[config.mk]
export PLATFORM = sky130hd
export DESIGN_NAME = key_debounce_repeat
export DESIGN_NICKNAME = d
export VERILOG_FILES = /design/src/rtl/key_pkg.sv /design/src/rtl/key_debounce_one.sv /design/src/rtl/key_debounce_repeat.sv
export SDC_FILE = /design/constraint.sdc
export NUM_CORES = 1
export LEC_CHECK = 0
export ABC_AREA = 1
export BUFFER_PORTS_ARGS = -buffer_cell sky130_fd_sc_hd__buf_2
export CAP_MARGIN = 20
export CORE_MARGIN = 1.5
export CORE_UTILIZATION = 55
export CTS_CLUSTER_SIZE = 28
export DETAILED_ROUTE_END_ITERATION = 10
export PLACE_DENSITY = 0.72
export SLEW_MARGIN = 20
export SYNTH_ARGS = -nofsm -noshare
export SYNTH_HDL_FRONTEND = slang
export SYNTH_SLANG_ARGS = --single-unit
[constraint.sdc]
create_clock -name clk -period 1.7 [get_ports clk]
set_input_delay 0.255 -clock clk [delete_from_list [all_inputs] [get_ports clk]]
set_output_delay 0.255 -clock clk [all_outputs]
set_load 0.02 [all_outputs]
[src/rtl/key_pkg.sv]
// Shared definitions for the push-button conditioning block: the per-key
// debounce state encoding and the helper that sizes the cycle counters.
package key_pkg;

  // Per-key debounce state, 2-bit encoding.
  typedef enum logic [1:0] {
    RELEASED    = 2'd0,
    CHK_PRESS   = 2'd1,
    HELD        = 2'd2,
    CHK_RELEASE = 2'd3
  } key_state_t;

  // Bits needed for a counter that must hold values 0..max_val.
  function automatic int cnt_width(input int max_val);
    if (max_val < 1) begin
      return 1;
    end else begin
      return $clog2(max_val + 1);
    end
  endfunction

endpackage

[src/rtl/key_debounce_one.sv]
// Single-key conditioner: 2-flop synchroniser, debounce FSM and (when the
// build defines KEY_AUTOREPEAT_EN) the auto-repeat interval counter.
// Input key_in is already polarity-normalised: 1 = pressed.
// All outputs are registered; key_press and key_release are one-cycle pulses.
module key_debounce_one
  import key_pkg::*;
#(
  parameter int debounce_cycles      = 50000,
  parameter int repeat_delay_cycles  = 25000000,
  parameter int repeat_period_cycles = 5000000
) (
  input  logic clk,
  input  logic reset,
  input  logic key_in,
  output logic key_level,
  output logic key_press,
  output logic key_release
);

  localparam int               cnt_w   = cnt_width(debounce_cycles);
  localparam logic [cnt_w-1:0] cnt_max = cnt_w'(debounce_cycles);
  localparam logic [cnt_w-1:0] cnt_one = cnt_w'(1);

  logic             sync_meta;
  logic             sync_key;
  key_state_t       state;
  logic [cnt_w-1:0] cnt;

  // Every cycle count must be at least one; an illegal configuration leaves
  // this marker block in the elaborated hierarchy where it is easy to spot.
  if ((debounce_cycles < 1) || (repeat_delay_cycles < 1) ||
      (repeat_period_cycles < 1)) begin : g_illegal_cfg
  end

`ifdef KEY_AUTOREPEAT_EN
  localparam int rpt_span = (repeat_delay_cycles > repeat_period_cycles) ?
                            repeat_delay_cycles : repeat_period_cycles;
  localparam int               rpt_w      = cnt_width(rpt_span);
  localparam logic [rpt_w-1:0] rpt_delay  = rpt_w'(repeat_delay_cycles);
  localparam logic [rpt_w-1:0] rpt_period = rpt_w'(repeat_period_cycles);
  localparam logic [rpt_w-1:0] rpt_sat    = rpt_w'(rpt_span);
  localparam logic [rpt_w-1:0] rpt_one    = rpt_w'(1);

  // rpt_cnt holds the HELD cycles elapsed since the last press pulse; the
  // pulse fires on the cycle that brings it up to the current interval.
  logic [rpt_w-1:0] rpt_cnt;
  logic [rpt_w-1:0] rpt_next;
  logic [rpt_w-1:0] rpt_limit;
  logic             rpt_first;

  // Saturating next repeat count and the interval it is measured against.
  always_comb begin
    rpt_limit = rpt_period;
    if (rpt_first) begin
      rpt_limit = rpt_delay;
    end else begin
      rpt_limit = rpt_period;
    end
    if (rpt_cnt == rpt_sat) begin
      rpt_next = rpt_cnt;
    end else begin
      rpt_next = rpt_cnt + rpt_one;
    end
  end
`endif

  // Two-flop synchroniser; resets to the released level.
  always_ff @(posedge clk) begin
    if (reset) begin
      sync_meta <= 1'b0;
      sync_key  <= 1'b0;
    end else begin
      sync_meta <= key_in;
      sync_key  <= sync_meta;
    end
  end

  // Debounce FSM with registered level and one-cycle press/release pulses.
  always_ff @(posedge clk) begin
    if (reset) begin
      state       <= RELEASED;
      cnt         <= '0;
      key_level   <= 1'b0;
      key_press   <= 1'b0;
      key_release <= 1'b0;
`ifdef KEY_AUTOREPEAT_EN
      rpt_cnt     <= '0;
      rpt_first   <= 1'b1;
`endif
    end else begin
      key_press   <= 1'b0;
      key_release <= 1'b0;
      case (state)
        RELEASED: begin
          if (sync_key) begin
            state <= CHK_PRESS;
            cnt   <= cnt_one;
          end else begin
            cnt   <= '0;
          end
        end
        CHK_PRESS: begin
          if (!sync_key) begin
            // Too short to be a press: drop it.
            state <= RELEASED;
            cnt   <= '0;
          end else if (cnt == cnt_max) begin
            state     <= HELD;
            cnt       <= '0;
            key_level <= 1'b1;
            key_press <= 1'b1;
`ifdef KEY_AUTOREPEAT_EN
            rpt_cnt   <= '0;
            rpt_first <= 1'b1;
`endif
          end else begin
            cnt <= (cnt < cnt_max) ? (cnt + cnt_one) : cnt;
          end
        end
        HELD: begin
          if (!sync_key) begin
            state <= CHK_RELEASE;
            cnt   <= cnt_one;
          end else begin
            cnt <= '0;
`ifdef KEY_AUTOREPEAT_EN
            if (rpt_next == rpt_limit) begin
              key_press <= 1'b1;
              rpt_cnt   <= '0;
              rpt_first <= 1'b0;
            end else begin
              rpt_cnt   <= rpt_next;
            end
`endif
          end
        end
        CHK_RELEASE: begin
          if (sync_key) begin
            // Release glitch: back to HELD, repeat timing resumes where it was.
            state <= HELD;
            cnt   <= '0;
          end else if (cnt == cnt_max) begin
            state       <= RELEASED;
            cnt         <= '0;
            key_level   <= 1'b0;
            key_release <= 1'b1;
`ifdef KEY_AUTOREPEAT_EN
            rpt_cnt     <= '0;
            rpt_first   <= 1'b1;
`endif
          end else begin
            cnt <= (cnt < cnt_max) ? (cnt + cnt_one) : cnt;
          end
        end
        default: begin
          state     <= RELEASED;
          cnt       <= '0;
          key_level <= 1'b0;
        end
      endcase
    end
  end

endmodule

[src/rtl/key_debounce_repeat.sv]
// Push-button conditioner for the game top: per key, synchronise, debounce
// and turn the raw switch into a clean level plus press/release pulses.
// Optional auto-repeat press pulses are built when KEY_AUTOREPEAT_EN is
// defined (handled inside key_debounce_one).
module key_debounce_repeat #(
  parameter int n_keys               = 4,
  parameter int active_low           = 1,
  parameter int debounce_cycles      = 50000,
  parameter int repeat_delay_cycles  = 25000000,
  parameter int repeat_period_cycles = 5000000
) (
  input  logic              clk,
  input  logic              reset,
  input  logic [n_keys-1:0] key_sw,
  output logic [n_keys-1:0] key_level,
  output logic [n_keys-1:0] key_press,
  output logic [n_keys-1:0] key_release
);

  logic [n_keys-1:0] key_norm;

  // Normalise polarity so that 1 always means pressed downstream.
  always_comb begin
    key_norm = key_sw;
    if (active_low != 0) begin
      key_norm = ~key_sw;
    end else begin
      key_norm = key_sw;
    end
  end

  for (genvar k = 0; k < n_keys; k++) begin : g_key
    key_debounce_one #(
      .debounce_cycles      (debounce_cycles),
      .repeat_delay_cycles  (repeat_delay_cycles),
      .repeat_period_cycles (repeat_period_cycles)
    ) u_key (
      .clk         (clk),
      .reset       (reset),
      .key_in      (key_norm[k]),
      .key_level   (key_level[k]),
      .key_press   (key_press[k]),
      .key_release (key_release[k])
    );
  end

endmodule

# == Word-level counts from Yosys, hierarchy flattened ==
# Cells that the tools add are included.
# totals
out_inout_bits,12
word_cells,201
register_bits,92
# classes
n_bitwise,13
muxes,80
n_lt_le_gt_ge,4
eq_ne,48
n_reduce_logical,24
add_sub_neg,4
# ops
op,count
$mux W16,16
$pmux W16 S4,4
$add A16 B1 Y16 const B,4
$eq A16 B16 Y1 const B,4
$lt A16 B16 Y1 const B,4
$mux W2,24
$ne A2 B1 Y1 const B,16
$pmux W2 S4,4
$mux W1,28
$reduce_or A3 Y1,8
$reduce_and A5 Y1,4
$eq A2 B2 Y1 const B,8
$ne A2 B2 Y1 const B,8
$reduce_and A4 Y1,4
$ne A3 B1 Y1 const B,4
$ne A3 B3 Y1 const B,4
$not A1 Y1,12
$eq A2 B1 Y1 const B,4
$logic_not A2 Y1,4
$pmux W1 S2,4
$reduce_bool A2 Y1,4
$not A4 Y4,1

# == Depth between registers and ports, before layout ==
# Gate-level depths: netlist of run 1.
# depth
word_depth,5
mapped_depth,10

# == Modules after synthesis ==
# Synthesis of run 1 repeated with hierarchy kept, for this count alone.
# hier_totals
cells_unflattened,704
area_unflattened_um2,5089.9
# by_module_without_submodules
module,area_each_um2,cells_per_inst,instances
key_debounce_one (g_key[0].u_key ...),1266.2,171,3
key_debounce_one (g_key[3].u_key),1276.2,187,1
key_debounce_repeat,15.0,4,1

# == Worst setup path before layout of run 1 ==
# Ideal clock, no wire load.
# synth_timing
path_kind,register to register
from,reg g_key[2].u_key.cnt[0]
to,reg g_key[2].u_key.cnt[12]
required_time_ps,1630
t_arrival_ps,1302
setup_ps,70
path_stages_with_launch,11
setup_slack_ps,329
cell_sequence,dfxtp_1 inv_1 ha_1 nand3_1 nor2_1 nand2_2 nand2_2 nor2_4 inv_2 buf_6 a21oi_1
# synth_between
elab_chain_len,5
# synth_rtl
item,line,source
from (decl),key_debounce_one.sv:27,logic [cnt_w-1:0] cnt;
from (signal assigned),key_debounce_one.sv:97,cnt <= cnt_one;
from (signal assigned),key_debounce_one.sv:117,cnt <= (cnt < cnt_max) ? (cnt + cnt_one) : cnt;
from (signal assigned),key_debounce_one.sv:123,cnt <= cnt_one;
$add A16 B1 Y16 / $lt A16 B16 Y1 (equally long branches),"key_debounce_one.sv:117, key_debounce_one.sv:152",
$mux W16,"key_debounce_one.sv:117, key_debounce_one.sv:152",
$mux W16 *,"key_debounce_one.sv:107, key_debounce_one.sv:142",
"$mux W16, on equally long branches","key_debounce_one.sv:138, key_debounce_one.sv:103",
$pmux W16 S4 *,key_debounce_one.sv:93,case (state)
# Every way passes the cells marked *; elsewhere a longest branch is shown, timed or not.
# A chain may end at the register's enable or synchronous reset.

# == Final worst setup path of run 1 ==
# layout_timing
from,reg g_key[2].u_key.cnt[0]
to,reg g_key[2].u_key.cnt[5]
# Same word-level chain as after synthesis.

==> results of run 1 <==
==> registers in the layout, indices dropped and copies added (netlist names), named ones only <==
name,flops
g_key.u_key.cnt,64
g_key.u_key.key_level,4
g_key.u_key.key_press,4
g_key.u_key.key_release,4
g_key.u_key.state,4
g_key.u_key.sync_key,4
g_key.u_key.sync_meta,4
==> per-layer routing <==
metal | vias up | part of all wire | wire length (microns)
li1 | 2407 | - | -
met1 | 2052 | 0.48 | 4870
met2 | 83 | 0.47 | 4720
met3 | 17 | 0.035 | 358
met4 | 0 | 0.016 | 157
met5 | - | 0 | 0
==> layout by cell type (no fill, tap or decap), types with 17 or more instances in the layout <==
master / count
a21oi_1: 27
inv_1: 97
nor2_1: 118
nand4_1: 22
o21ai_0: 18
nand2_1: 197
nand3_1: 55
xor2_1: 17
dfxtp_1: 91
buf_2: 17
==> layout make-up <==
cell class	instances	area [sq um]	area share
flip-flops and latches	92	1840	0.342
multi-input cells	545	2690	0.500
clock inverters	2	35.0	0.00651
clock buffers	13	149	0.0277
inverters	106	400	0.0744
well taps	111	139	0.0258
repair buffers	22	123	0.0228
==> power by group <==
part	leakage (nW)	switching [W]	internal [W]
Sequential	0.744	0.0000280	0.00218
Clock	0.0935	0.000710	0.000713
Combinational	1.19	0.0000870	0.0000479
==> cells by family after synthesis <==
group / synth area share
fa+ha+maj: 0.0196
xor+xnor: 0.0394
compound gates: 0.0694
buf+inv: 0.115
flops: 0.360
simple gates: 0.397
==> final timing paths <==
kind | startpoint | endpoint | slack (ps) | cells past startpoint
max | g_key[2].u_key.cnt[0]$_SDFF_PP0_ | g_key[2].u_key.cnt[5]$_SDFF_PP0_ | 170 | 9
min | key_sw[3] | g_key[3].u_key.sync_meta$_SDFF_PP0_ | 50 | 2
max reg2reg | g_key[2].u_key.cnt[0]$_SDFF_PP0_ | g_key[2].u_key.cnt[5]$_SDFF_PP0_ | 170 | 9
min reg2reg | g_key[2].u_key.sync_meta$_SDFF_PP0_ | g_key[2].u_key.sync_key$_SDFF_PP0_ | 410 | 2
==> synth_stat cells, types with 11 or more instances <==
cell	n
a21oi_1	27
a21oi_2	11
buf_4	14
dfxtp_1	92
inv_1	97
nand2_1	197
nand2_2	11
nand3_1	55
nand4_1	22
nor2_1	118
nor2_2	13
nor3_1	14
o21ai_0	18
xor2_1	17
==> metrics by stage <==
step / worst slack (ps) / hold slack, ps
after global routing: 22.7 / 36.9
after CTS: 172 / 28.6
final: 172 / 48.3
after global placement: 263 / 390
after detailed placement: 188 / 399
after floorplan: 329 / 322
==> results.yml, run 1 <==
status:
  outcome: "complete, no violations"
cts:
  path_clk_slew_ps: 80
  cts_max_level: 3
  cts_sinks: 92
  cts_buffers: 9
  post_cts_resized: 0
  ctsHoldBuffers: 0
  cts_tree: "built"
  cts-root-buf: "clkbuf_8"
  clock_latency_ps: 350
  postCtsSetupRepairBufs: 0
  cts.path.max_buffers: 2
power_and_ir_drop:
  power_density_mw_per_mm2: 700
  max-vdd-ir-drop_mv: 0.378
  p_leak_nw: 2.03
  power_w: 0.00377
route:
  dr_total_vias: 4559
  post_drt_wl_per_cell_microns: 11.3
  initialDrtViolationCount: 170
  via_per_inst: 5.12
  drc_errors: 0
  ant_nets: 0
  drt_wl_total_microns: 10100
  dr.pass1.iters: 5
sta:
  slew_viol_final: 0
  setup_viol: 0
  fin_crit_ps: 1530
  hold_viol: 0
  tns_ps: 0
  fin_skew_ps: 8.31
  rsz0062_at_grt: "no"
  slew_headroom: 0.732
  timing.fmax_mhz: 655
  final.period_utilization: 0.899
  worstMarginPinSlew_ps: 399
yosys:
  syn_nets: 781
  synth_cell_types: 34
  ys_warn_count: 0
  synthArstFlopShare: 0
  syn_inst: 767
  synth_seq_area_share: 0.360
  synth.top_cell.area_share: 0.360
  avgSynthCellArea_sq_um: 6.67
  synth_area_leader_cell: "dfxtp_1"
  ys_ff_latch: 92
  synth_area_sq_mm: 0.00512
  synth_edf_count: 0
  yosys-top-cells-area: "dfxtp_1 36%, nand2_1 14%, nor2_1 8.7%, inv_1 7.1%, nand3_1 5.4%"
  ys.flop_type: "dfxtp_1"
global_routing:
  grt_pass1_vias: 4281
  grt_pass1_wl_microns: 17700
  use_met3: 0.0379
  grtUsageMet1: 0.270
  grt_max_degree: 19
  grt_overflow_total: 0
  antenna_found_initial: 0
  grt_usage: 0.218
  top_usage_layer: "met2"
  met2_usage: 0.375
critical_path:
  crit_slowest_cell: "dfxtp_1"
  end_kind: "flop"
  worst-path-buf-inv: 2
  cpPeakStageDelay_ps: 410
  path_delay_family: "simple AND/OR/NAND/NOR gates"
  critPathLaunchType: "flop"
  cp.required_ps: 1980
  crit_type: "reg -> reg"
  cpMostUsedCell: "nand2_2"
  crit_chain: "inv_1 > ha_1 > nand3_1 > nor2_1 > nand2_2 > nand2_2 > nor2_4 > inv_2 > a21oi_1"
  cp.arrival_ps: 1810
  crit_fanout: 11
placement:
  place_area_sq_mm: 0.00519
  place_inst: 876
  routabilityCongestion: 0.890
  io_buffers: 17
  dpl.hpwl_microns: 7560
run:
  drv_cap: 0
cells_and_area:
  fill_cells: 877
  final_area_sq_mm: 0.00538
  diodes: 0
  final_core_util: 0.591
  final_cells: 891
  areaGrowthSynthToFinish_pct: 5.13
  drive_gt1_frac: 0.118
  final_nets: 790
floorplan:
  coreArea_sq_mm: 0.00911
  dieHeight_microns: 99.5
  die-area_sq_mm: 0.00989
  initial_utilization: 0.562
  die_w_microns: 99.5
  ios: 18
  num_rows: 35
min_path:
  hp-class: "in -> reg"
No activity file was read; power rests on OpenSTA's default activity.
==> run 2: changes to the inputs <==
CAP_MARGIN = unset   (was 20)
CELL_PAD_IN_SITES_DETAIL_PLACEMENT = 0   (was unset)
CELL_PAD_IN_SITES_GLOBAL_PLACEMENT = 1   (was unset)
CORE_UTILIZATION = 45   (was 55)
PLACE_DENSITY = unset   (was 0.72)
PLACE_DENSITY_LB_ADDON = 0.1   (was unset)
==> run 2 against run 1 <==
Effect of this change:
- global-route usage is 2.5 points lower
- flip-flop and latch count stayed put
- worst setup slack worse by 30 ps
- sequential share of layout area is 1.1 points lower
- die area is 22% higher
- final area is 3.3% higher
- critical path type unchanged
==> results.yml, run 2 (synthesized netlist as in run 1, its figures left out) <==
status:
  outcome: "complete, no violations"
critical_path:
  crit_type: "reg -> reg"
  r2r_cells: 8
  r2r_start: "g_key[0].u_key.cnt[1]$_SDFF_PP0_"
  worst-path-buf-inv: 1
  crit_slowest_cell: "dfxtp_1"
  startpoint: "g_key[0].u_key.cnt[1]$_SDFF_PP0_"
  cpMostUsedCell: "nand2_1"
  crit_fanout: 5
  crit_end: "g_key[0].u_key.cnt[14]$_SDFF_PP0_"
  cp.arrival_ps: 1800
  crit_chain: "ha_1 > nand2_1 > nor3_1 > nand3_1 > nand2_1 > nand3_1 > nand2_1 > inv_1"
  critPathLaunchType: "flop"
  path_delay_family: "simple AND/OR/NAND/NOR gates"
  cpPeakStageDelay_ps: 410
  end_kind: "flop"
  crit_cells: 8
  cp.required_ps: 1950
  r2r-end: "g_key[0].u_key.cnt[14]$_SDFF_PP0_"
  r2r_slack_ps: 140
placement:
  io_buffers: 17
  dpl.hpwl_microns: 7960
  routabilityCongestion: 0.846
  place_inst: 910
  place_ws_ps: 138
  place_area_sq_mm: 0.00527
global_routing:
  grt_pass1_wl_microns: 18100
  antenna_found_initial: 1
  grt_pass1_vias: 4103
  grt_max_degree: 16
  grt_overflow_total: 0
  grt_usage: 0.192
sta:
  final.period_utilization: 0.916
  fin_skew_ps: 6.35
  rsz0062_at_grt: "no"
  timing.fmax_mhz: 642
  hold_viol: 0
  setup_viol: 0
  fin_crit_ps: 1560
  worstMarginPinSlew_ps: 437
  slew_viol_final: 0
  slew_headroom: 0.707
  worst_slack_ps: 142
  tns_ps: 0
cells_and_area:
  mostFrequentLayoutCells: "197 x nand2_1, 118 x nor2_1, 97 x inv_1, 91 x dfxtp_1, 55 x nand3_1"
  largest_reg_flops: 64
  areaGrowthSynthToFinish_pct: 8.60
  layout_commonest_cell: "nand2_1"
  final_area_sq_mm: 0.00556
  diodes: 0
  final_cells: 926
  largest_register: "g_key.u_key.cnt"
  drive_gt1_frac: 0.127
  final_nets: 795
cts:
  ctsHoldBuffers: 0
  cts_buffers: 9
  cts.path.max_buffers: 2
  path_clk_slew_ps: 60
  cts_max_level: 3
  cts_sinks: 92
  cts_tree: "built"
  clock_latency_ps: 340
  cts-root-buf: "clkbuf_16"
route:
  initialDrtViolationCount: 197
  drt_wl_total_microns: 10600
  drc_errors: 0
  via_per_inst: 4.82
  dr.pass1.iters: 4
  dr_total_vias: 4462
  post_drt_wl_per_cell_microns: 11.5
  ant_nets: 0
floorplan:
  ios: 18
  num_rows: 38
  initial_utilization: 0.466
  die_w_microns: 110
  coreArea_sq_mm: 0.0110
  die-area_sq_mm: 0.0120
  dieHeight_microns: 110
power_and_ir_drop:
  max-vdd-ir-drop_mv: 0.419
  seqPwrFrac: 0.510
  p_leak_nw: 2.10
  power.share.clock: 0.460
  p_int_w: 0.00336
  sw_frac_of_total: 0.225
  power_density_mw_per_mm2: 780
  switchingPower_w: 0.000976
  comb_power_share: 0.031
run:
  drv_cap: 0
min_path:
  hp-class: "in -> reg"
[run 2: per-layer routing]
metal  global-route usage  share of wire
met5                    0              0
met4               0.0779          0.016
met3               0.0433          0.025
met2                0.320           0.47
met1                0.240           0.49
[run 2: layout make-up]
class,instances,area (sq um)
timing repair buffer,27,160
multi-input combinational,545,2690
sequential,92,1840
fill,1110,5420
clock buffer,9,225
tap,140,175
inverter,106,400
clock inverter,7,67.6
[run 2: worst reg2reg max path, cell delays in order (launching register included)]
cell and delay (ps):
dfxtp_1 410, ha_1 220, nand2_1 90, nor3_1 400
nand3_1 120, nand2_1 80, nand3_1 60, nand2_1 60
inv_1 30
[run 2: power by group through the flow]
stage	clock (W)	combinational [W]	sequential, W
2_1_floorplan	0	0.000103	0.00225
3_3_place_gp	0	0.000131	0.00226
3_5_place_dp	0	0.000134	0.00226
4_1_cts	0.00206	0.000135	0.00221
5_1_grt	0.00215	0.000155	0.00221
6_report	0.00199	0.000133	0.00221
[run 2: repair_timing]
item | 4_1_cts | 5_1_grt
buffers inserted | 0 | 0
setup endpoints to repair | 0 | 2
gates resized for setup | 0 | 1
[run 2: worst min-delay path by stage]
stage / startpoint / endpoint / slack, ps / cells past startpoint
floorplan: key_sw[3] / g_key[3].u_key.sync_meta$_SDFF_PP0_ / 320 / 1
global placement: g_key[3].u_key.sync_meta$_SDFF_PP0_ / g_key[3].u_key.sync_key$_SDFF_PP0_ / 390 / 2
detailed placement: g_key[3].u_key.sync_meta$_SDFF_PP0_ / g_key[3].u_key.sync_key$_SDFF_PP0_ / 390 / 2
CTS: key_sw[1] / g_key[1].u_key.sync_meta$_SDFF_PP0_ / 40 / 2
global route: key_sw[1] / g_key[1].u_key.sync_meta$_SDFF_PP0_ / 40 / 2
finish: key_sw[1] / g_key[1].u_key.sync_meta$_SDFF_PP0_ / 60 / 2
[run 2: per-stage QoR]
| step | util | hold slack, ps | total power (W) |
|---|---|---|---|
| after floorplan | - | 322 | 0.00235 |
| after global placement | 0.479 | 392 | 0.00239 |
| after detailed placement | 0.479 | 393 | 0.00239 |
| after CTS | 0.506 | 44.0 | 0.00440 |
| after global routing | 0.506 | 44.9 | 0.00452 |
| final | 0.506 | 60.9 | 0.00434 |
